--- src/rtl/mem_pkg.sv ---
// Shared definitions for the memory-access stage: bus layout, control decode,
// size encodings and load FSM states.
package mem_pkg;

    localparam int unsigned EXE_MEM_W = 181;
    localparam int unsigned MEM_WB_W  = 145;

    // EXE_MEM_bus layout: {mem_control[5:0], store_data[31:0], passthrough[142:0]}
    // passthrough layout: {misc[73:0], pc[31:0], rf_wdest[4:0], exe_result[31:0]}
    localparam int unsigned CTRL_LSB   = 175;
    localparam int unsigned SDATA_LSB  = 143;
    localparam int unsigned PC_LSB     = 37;
    localparam int unsigned WDEST_LSB  = 32;
    localparam int unsigned RESULT_LSB = 0;

    localparam int unsigned CTRL_LOAD     = 5;
    localparam int unsigned CTRL_STORE    = 4;
    localparam int unsigned CTRL_SIZE_LSB = 2;
    localparam int unsigned CTRL_SIGN     = 1;

    typedef enum logic [1:0] {
        SIZE_BYTE = 2'b00,
        SIZE_HALF = 2'b01,
        SIZE_WORD = 2'b10,
        SIZE_ILL  = 2'b11
    } size_e;

    typedef enum logic [1:0] {
        IDLE = 2'b00,
        WAIT = 2'b01,
        DONE = 2'b10
    } state_e;

    // The illegal size behaves as a word access.
    function automatic logic misaligned(input logic [1:0] size, input logic [1:0] addr_lo);
        case (size_e'(size))
            SIZE_BYTE: return 1'b0;
            SIZE_HALF: return addr_lo[0];
            default:   return addr_lo != 2'b00;
        endcase
    endfunction

endpackage

--- src/rtl/mem_access_align.sv ---
// Combinational lane logic: store byte enables / replicated write data,
// load lane extraction with sign/zero extension, misalignment flag.
module mem_align
    import mem_pkg::*;
(
    input  logic [1:0]  size,
    input  logic [1:0]  addr_lo,
    input  logic        load_sign,
    input  logic [31:0] store_data,
    input  logic [31:0] rdata,
    output logic [3:0]  byte_en,
    output logic [31:0] wdata,
    output logic [31:0] load_value,
    output logic        misaligned_addr
);

    logic [31:0] shifted;
    logic [15:0] lane_h;

    always_comb begin
        byte_en         = 4'b1111;
        wdata           = store_data;
        load_value      = rdata;
        shifted         = rdata >> {addr_lo, 3'b000};
        lane_h          = addr_lo[1] ? rdata[31:16] : rdata[15:0];
        misaligned_addr = misaligned(size, addr_lo);
        case (size_e'(size))
            SIZE_BYTE: begin
                byte_en    = 4'b0001 << addr_lo;
                wdata      = {4{store_data[7:0]}};
                load_value = {{24{load_sign & shifted[7]}}, shifted[7:0]};
            end
            SIZE_HALF: begin
                byte_en    = addr_lo[1] ? 4'b1100 : 4'b0011;
                wdata      = {2{store_data[15:0]}};
                load_value = {{16{load_sign & lane_h[15]}}, lane_h};
            end
            default: ;
        endcase
    end

endmodule

--- src/rtl/mem_access.sv ---
// Memory-access pipeline stage: EXE->MEM register, data RAM interface,
// two-cycle load FSM and MEM->WB handshake.
module mem_access
    import mem_pkg::*;
#(
    parameter int unsigned DM_AW = 32
) (
    input  logic                 clk,
    input  logic                 resetn,
    input  logic                 EXE_over,
    input  logic [EXE_MEM_W-1:0] EXE_MEM_bus,
    output logic                 MEM_allow_in,
    input  logic                 WB_allow_in,
    input  logic                 cancel,
    output logic                 MEM_over,
    output logic [MEM_WB_W-1:0]  MEM_WB_bus,
    output logic [DM_AW-1:0]     dm_addr,
    output logic [3:0]           dm_wen,
    output logic [31:0]          dm_wdata,
    input  logic [31:0]          dm_rdata,
    output logic [4:0]           MEM_wdest,
    output logic [31:0]          MEM_pc
);

    logic                 mem_valid;
    logic                 first_cycle;
    logic [EXE_MEM_W-1:0] bus_r;
    logic [31:0]          load_data;
    state_e               state, state_nx;

    logic        is_load, is_store, load_sign, mis, aligned_load;
    logic [1:0]  size;
    logic [31:0] store_data, exe_result;
    logic        in_aligned_load, capture, preload;
    logic [31:0] in_addr, addr_sel, addr_full;
    logic [3:0]  byte_en;
    logic [31:0] load_value;

    assign is_load    = bus_r[CTRL_LSB + CTRL_LOAD];
    assign is_store   = bus_r[CTRL_LSB + CTRL_STORE];
    assign size       = bus_r[CTRL_LSB + CTRL_SIZE_LSB +: 2];
    assign load_sign  = bus_r[CTRL_LSB + CTRL_SIGN];
    assign store_data = bus_r[SDATA_LSB +: 32];
    assign exe_result = bus_r[RESULT_LSB +: 32];

    mem_align u_align (
        .size            (size),
        .addr_lo         (exe_result[1:0]),
        .load_sign       (load_sign),
        .store_data      (store_data),
        .rdata           (dm_rdata),
        .byte_en         (byte_en),
        .wdata           (dm_wdata),
        .load_value      (load_value),
        .misaligned_addr (mis)
    );

    assign aligned_load = is_load & ~mis;
    assign MEM_over     = mem_valid & (~aligned_load | (state == DONE));
    assign MEM_allow_in = ~mem_valid | (MEM_over & WB_allow_in);
    assign capture      = EXE_over & MEM_allow_in & ~cancel;

    assign in_addr         = EXE_MEM_bus[RESULT_LSB +: 32];
    assign in_aligned_load = EXE_MEM_bus[CTRL_LSB + CTRL_LOAD]
                           & ~misaligned(EXE_MEM_bus[CTRL_LSB + CTRL_SIZE_LSB +: 2], in_addr[1:0]);

    // A load accepted while leaving DONE presents its address now so it can skip
    // the IDLE address cycle and go straight to WAIT.
    assign preload   = (state == DONE) & capture & in_aligned_load;
    assign addr_sel  = preload ? in_addr : exe_result;
    assign addr_full = {addr_sel[31:2], 2'b00};
    assign dm_addr   = addr_full[DM_AW-1:0];

    assign dm_wen = (mem_valid & first_cycle & (state == IDLE) & ~cancel & is_store & ~mis)
                  ? byte_en : 4'b0000;

    always_comb begin
        state_nx = state;
        if (cancel) begin
            state_nx = IDLE;
        end else begin
            case (state)
                IDLE:    if (mem_valid & aligned_load) state_nx = WAIT;
                WAIT:    state_nx = DONE;
                DONE:    if (WB_allow_in) state_nx = preload ? WAIT : IDLE;
                default: state_nx = IDLE;
            endcase
        end
    end

    always_ff @(posedge clk or negedge resetn) begin
        if (!resetn) begin
            mem_valid   <= 1'b0;
            first_cycle <= 1'b0;
            bus_r       <= '0;
            load_data   <= '0;
            state       <= IDLE;
        end else begin
            state       <= state_nx;
            first_cycle <= capture;
            if (cancel)
                mem_valid <= 1'b0;
            else if (capture)
                mem_valid <= 1'b1;
            else if (MEM_over & WB_allow_in)
                mem_valid <= 1'b0;
            if (capture)
                bus_r <= EXE_MEM_bus;
            if ((state == WAIT) && !cancel)
                load_data <= load_value;
        end
    end

    assign MEM_WB_bus = {is_load & mis, is_store & mis, bus_r[SDATA_LSB-1:32],
                         aligned_load ? load_data : exe_result};
    assign MEM_wdest  = bus_r[WDEST_LSB +: 5] & {5{mem_valid}};
    assign MEM_pc     = bus_r[PC_LSB +: 32];

endmodule

--- config.mk ---
export PLATFORM = sky130hd
export DESIGN_NAME = mem_access
export DESIGN_NICKNAME = d
export VERILOG_FILES = /design/src/rtl/mem_pkg.sv /design/src/rtl/mem_access_align.sv /design/src/rtl/mem_access.sv
export SDC_FILE = /design/constraint.sdc
export NUM_CORES = 1
export LEC_CHECK = 0
export BUFFER_PORTS_ARGS = -buffer_cell sky130_fd_sc_hd__buf_2
export CORE_ASPECT_RATIO = 0.5
export CORE_MARGIN = 3
export CORE_UTILIZATION = 24
export CTS_BUF_LIST = sky130_fd_sc_hd__clkbuf_2 sky130_fd_sc_hd__clkbuf_4 sky130_fd_sc_hd__clkbuf_8
export DETAILED_ROUTE_END_ITERATION = 8
export GPL_TIMING_DRIVEN = 0
export PLACE_DENSITY = 0.49
export SLEW_MARGIN = 20
export SYNTH_ARGS = -nofsm -noshare
export SYNTH_HDL_FRONTEND = slang
export SYNTH_SLANG_ARGS = --single-unit
export TNS_END_PERCENT = 100
--- constraint.sdc ---
create_clock -name clk -period 2.63 [get_ports clk]
set_input_delay 0.1315 -clock clk [delete_from_list [all_inputs] [get_ports clk]]
set_output_delay 0.1315 -clock clk [all_outputs]
set_load 0.01 [all_outputs]
Word-level counts from Yosys, hierarchy flattened. Cells that the tools add are included.

Bitwise logic cells: 26. Eq/ne operators: 6. Reductions and logical operators: 9. Shift operators: 2. Multiplexer cells: 18.

Operators by type and width (number): $pmux 32 s2 (2); $mux 32 (2); $shr 32x5->8 (1); $and 1x1->1 (18); $mux 16 (1); $mux 4 (2); $pmux 4 s2 (1); $eq 2x1->1 const B (3); $logic_not 2->1 (3); $mux 2 (3); $pmux 2 s3 (1); $and 5x5->5 (1); $not 1->1 (5); $mux 1 (4); $pmux 1 s2 (2); $reduce_bool 2->1 (2); $shl 1x2->4 const A (1); $ne 3x2->1 const B (1); $ne 3x3->1 const B (1); $reduce_bool 3->1 (1); $eq 2x2->1 const B (1); $or 1x1->1 (2); $reduce_and 2->1 (1); $logic_and 1x1->1 (1); $logic_not 1->1 (1).

Word-level logic and storage cells: 66. Register bits after elaboration: 217.

Logic depth before layout (Yosys ltp).
Depth in word-level cells: 17. Depth in mapped cells: 8. Depth with buffers taken out: 5.

Modules after synthesis. From an unflattened synthesis, not the netlist that was laid out.

Cell total of the unflattened synthesis: 945. Area, all modules: 11666.2 µm².

Modules (own cells, without submodules): mem_access (cells each 771, times used 1, area each 10371.2 µm²); mem_align (cells each 174, times used 1, area each 1295.0 µm²).

Worst setup path before layout. OpenSTA, ideal clock, no wires.

Path kind: register to register. Start: reg bus_r[178]. End: reg bus_r[100]. Stages on the path, launching flop included: 9. Buffers on the path: 4. Data arrival time: 1.672 ns. Path slack: 0.831 ns. Setup time: 0.127 ns. Cells stage by stage: dfrtp_1 > buf_4 > a21oi_2 > o21ai_4 > o21ai_1 > buf_4 > buf_6 > buf_6 > mux2_1.

Longest elaborated chain between the ends: 11. Elaborated cells between the ends (all ways): 12.

RTL lines: start: declaration (line mem_access.sv:27) `logic [EXE_MEM_W-1:0] bus_r;`; start signal: assignment (line mem_access.sv:108) `bus_r <= EXE_MEM_bus;`; $eq 2x1->1 or $logic_not 2->1 (tied branches) (line mem_pkg.sv:36) `case (size_e'(size))`; $pmux 1 s2 (*) (line mem_pkg.sv:36); $not 1->1 (*) (line mem_access.sv:58) `assign aligned_load = is_load & ~mis;`; $and 1x1->1 (*) (line mem_access.sv:58); $not 1->1 (*) (line mem_access.sv:59) `assign MEM_over = mem_valid & (~aligned_load | (state == DONE));`; $or 1x1->1 (*) (line mem_access.sv:59); $and 1x1->1 (*) (line mem_access.sv:59); $and 1x1->1 (*) (line mem_access.sv:60) `assign MEM_allow_in = ~mem_valid | (MEM_over & WB_allow_in);`; $or 1x1->1 (*) (line mem_access.sv:60); $and 1x1->1 (*) (2 in a row) (line mem_access.sv:61) `assign capture = EXE_over & MEM_allow_in & ~cancel;`.

Mark *: on every way between the ends. The rest lies on a longest branch, timed or not. A chain may end at the register's enable or synchronous reset.

Worst setup path after layout.
Start: reg mem_valid. End: out dm_addr[20].

Longest elaborated chain between the ends: 8. Elaborated cells between the ends (all ways): 9.

RTL lines: start: declaration (line mem_access.sv:25) `logic mem_valid;`; start signal: assignment (line mem_access.sv:93) `mem_valid <= 1'b0;`; start signal: assignment (line mem_access.sv:102) `mem_valid <= 1'b0;`; start signal: assignment (line mem_access.sv:104) `mem_valid <= 1'b1;`; $and 1x1->1 (line mem_access.sv:59); $and 1x1->1 (line mem_access.sv:60); $or 1x1->1 (*) (line mem_access.sv:60); $and 1x1->1 (*) (2 in a row) (line mem_access.sv:61); $and 1x1->1 (*) (2 in a row) (line mem_access.sv:69) `assign preload = (state == DONE) & capture & in_aligned_load;`; $mux 32 (*) (line mem_access.sv:70) `assign addr_sel = preload ? in_addr : exe_result;`; end: declaration (line mem_access.sv:17) `output logic [DM_AW-1:0] dm_addr,`.

Marks and branches as above.

==> summary.txt <==
Setup path
  – Data required, critical path: 2500 ps
  – Worst reg2reg startpoint: bus_r[1]$_DFFE_PN0N_
  – Crit Path Max Fanout: 10
  – WS Path Type: reg2out
  – Critical Path AT: 2340 ps
  – FF-to-FF path depth: 7
  – Startpoint class of the critical path: flop
  – CP Capture Type: output port
  – Flop-to-flop setup slack: 290 ps
  – Reg2reg end: load_data[12]$_DFFE_PN0P_

Floorplan
  – Full die area: 0.04990 mm^2
  – Die W: 312.9 um
  – Io pins: 470
  – Core Region: 0.04583 mm^2
  – Die Height: 159.5 um
  – Core Rows: 55
  – Initial Util: 24.66%

Clock tree
  – CTS tree: built
  – CTS root buf: clkbuf_8
  – Max H-tree Level: 2
  – Clk slew on worst S/H paths: 60 ps
  – Clock Latency Late Sink: 560 ps
  – TritonCTS Sinks: 216
  – Clock buffer depth: 3
  – Clock buffer count from CTS: 37

STA
  – Clock Skew: 39.98 ps
  – Post-route minimum period: 2469 ps
  – Period utilization: 93.88%
  – Setup TNS: 0 ps
  – Worst-margin pin slew: 952.6 ps
  – Minimum hold slack: 100.7 ps
  – Final max-slew violation count: 0
  – Max Clock Freq: 405.0 MHz
  – Fin. Hold Viols: 0
  – Slew HR: 36.19%
  – Finish-stage setup viols: 0

Power and ir drop
  – Sequential power share: 35.5%
  – Comb pwr share: 37.3%
  – Sw Pwr: 4.270 mW
  – Internal: 8.952 mW
  – Worst VDD drop: 267.8 uV
  – Overall power: 13.22 mW
  – LEAKAGE: 8.615 nW
  – Sw frac: 32.29%
  – Clk network pwr share: 27.2%
  – Pwr/cell area: 751.4 mW/mm^2

Synthesis
  – Asr flop ratio synth: 100.0%
  – Distinct cells, synth: 48
  – Syn Std Cell Area: 0.01130 mm^2
  – Synth Register Bits: 216
  – Cells after Synth: 905
  – Ys flop type: dfrtp_1
  – Seq/Total Area, Yosys: 47.82%
  – Synth warn: 0
  – Mean area per synthesized cell: 12.49 um^2
  – Post-synth EDFFs: 0

Route
  – Drt first pass iters: 7
  – Routed Antenna Nets: 0
  – DRT Wirelength: 40,900 um
  – Drt initial violations: 463
  – Drc violations: 0
  – Via density: 4.112
  – WL per Instance: 17.86 um
  – Vias post-DR: 9,416

Finish
  – Most common cell after layout, fill and taps aside: buf_2
  – Area grow syn2layout: 55.68%
  – Layout Nets: 1,851
  – Most frequent cells in the layout: buf_2 (481), dlygate4sd3_1 (219), dfrtp_1 (216), mux2_2 (160), buf_4 (158)
  – Fraction of layout cells with a size suffix above 1: 58.28%

GRT
  – All-Layer GR Usage: 15.94%
  – Overflow after GRT: 0
  – Number of global-route vias before repair: 9,995
  – Largest net degree at the start of global routing: 84
  – Initial antenna violation count: 2
  – First-pass GRT wire length: 61,640 um

Placed design
  – Port bufs: 466
  – Routability Congestion: 0.8695
  – DPL Wire Length: 30,670 um

Run status
  – Status: finished clean

Hold path
  – HP Class: in2async

Run
  – # Max-Cap Violations: 0
cell usage after synthesis (all sizes together), types with 2 or more instances:
| cell type | instances | share of area, % |
|---|---|---|
| clkbuf | 17 | 0.56 |
| buf | 188 | 12 |
| nor3b | 4 | 0.31 |
| a31oi | 2 | 0.11 |
| nor2b | 5 | 0.28 |
| dfrtp | 216 | 48 |
| a211oi | 8 | 0.58 |
| and2 | 8 | 0.44 |
| xnor2 | 3 | 0.23 |
| or2 | 2 | 0.11 |
| nand3 | 33 | 1.5 |
| inv | 5 | 0.19 |
| nand2b | 2 | 0.11 |
| a22o | 2 | 0.15 |
| o21ai | 22 | 1.1 |
| nor3 | 3 | 0.13 |
| a22oi | 8 | 0.53 |
| mux2 | 249 | 27 |
| nand2 | 58 | 1.9 |
| a21oi | 19 | 0.87 |
| nor2 | 15 | 0.52 |
| a221oi | 7 | 0.54 |
| mux2i | 17 | 1.5 |
power groups by stage:
stage / sequential, mW / combinational (mW) / clock [mW]
2_1_floorplan: 4.52 / 3.02 / 0
3_3_place_gp: 4.73 / 4.63 / 0
3_5_place_dp: 4.74 / 4.64 / 0
4_1_cts: 4.69 / 4.96 / 3.75
5_1_grt: 4.80 / 5.29 / 3.91
6_report: 4.69 / 4.93 / 3.60
logic make-up (layout without fill, tap and decap cells):
kind of cell | after synthesis | after routing | synth area share (%)
other | 1 | 4 | 0.03318
flip-flops | 216 | 216 | 47.82
buffers and inverters | 210 | 965 | 13.19
AO/OA/AOI/OAI | 74 | 74 | 4.328
XOR/XNOR | 3 | 3 | 0.2325
AND/OR/NAND/NOR | 134 | 134 | 5.590
multiplexers | 267 | 267 | 28.80
per-layer routing:
layer / wire length, um / share of wire [%] / global-route usage (%) / vias to the layer above
met1: 16000 / 39 / 18.36 / 4699
met3: 1309 / 3.2 / 2.705 / 73
met4: 1317 / 3.2 / 6.016 / 0
met5: 0 / 0 / 0 / -
met2: 22280 / 54 / 29.49 / 182
li1: - / - / - / 4462
cell type report:
cell class	count	area, um^2
sequential	216	5405
tap	627	784.5
buffer	204	1490
fill	4626	28230
timing repair buffer	689	4604
clock buffer	58	742.0
inverter	5	21.27
clock inverter	9	122.6
antenna	2	5.005
multi-input combinational	480	4422
worst max-delay path: stages, from the launching register on:
cell and delay [ps]:
dfrtp_1 390, a211oi_2 310, and4_4 380, buf_8 170, mux2_2 370, buf_2 150
worst max path at each step:
stage | depth (start not counted) | end | from | slack, ps
after floorplan | 8 | bus_r[100]$_DFFE_PN0N_ | bus_r[178]$_DFFE_PN0N_ | 830
final | 5 | dm_addr[20] | mem_valid$_DFFE_PN0P_ | 160
after global routing | 6 | dm_addr[22] | state[0]$_DFFE_PN0P_ | -0.6
after detailed placement | 7 | dm_addr[4] | state[0]$_DFFE_PN0P_ | 410
after global placement | 1 | bus_r[108]$_DFFE_PN0N_ | resetn | -2830
after CTS | 6 | dm_addr[19] | state[0]$_DFFE_PN0P_ | -4
state kept, by name (all words and copies together), names as in the netlist:
register / flops
bus_r: 180
load_data: 32
state: 2
first_cycle: 1
mem_valid: 1
what timing repair did:
| item | in CTS | in global routing |
|---|---|---|
| setup endpoints to repair | 35 | 40 |
| buffers inserted | 0 | 2 |
| hold buffers | 219 | 0 |
| hold endpoints to repair | 348 | 0 |
| pin swaps | 0 | 1 |
| gates resized for setup | 5 | 8 |
metrics by stage:
stage | cells | area, um^2 | setup slack (ps) | util [%]
2_1_floorplan | 906 | 11310 | 830.9 | -
3_3_place_gp | 1999 | 14420 | -2830 | 31.47
3_5_place_dp | 2001 | 14490 | 414.7 | 31.61
4_1_cts | 2286 | 17560 | -3.903 | 38.30
5_1_grt | 2290 | 17600 | -0.6055 | 38.39
6_report | 2290 | 17600 | 161.0 | 38.39
Note: power is estimated with default switching activity, not from simulation.
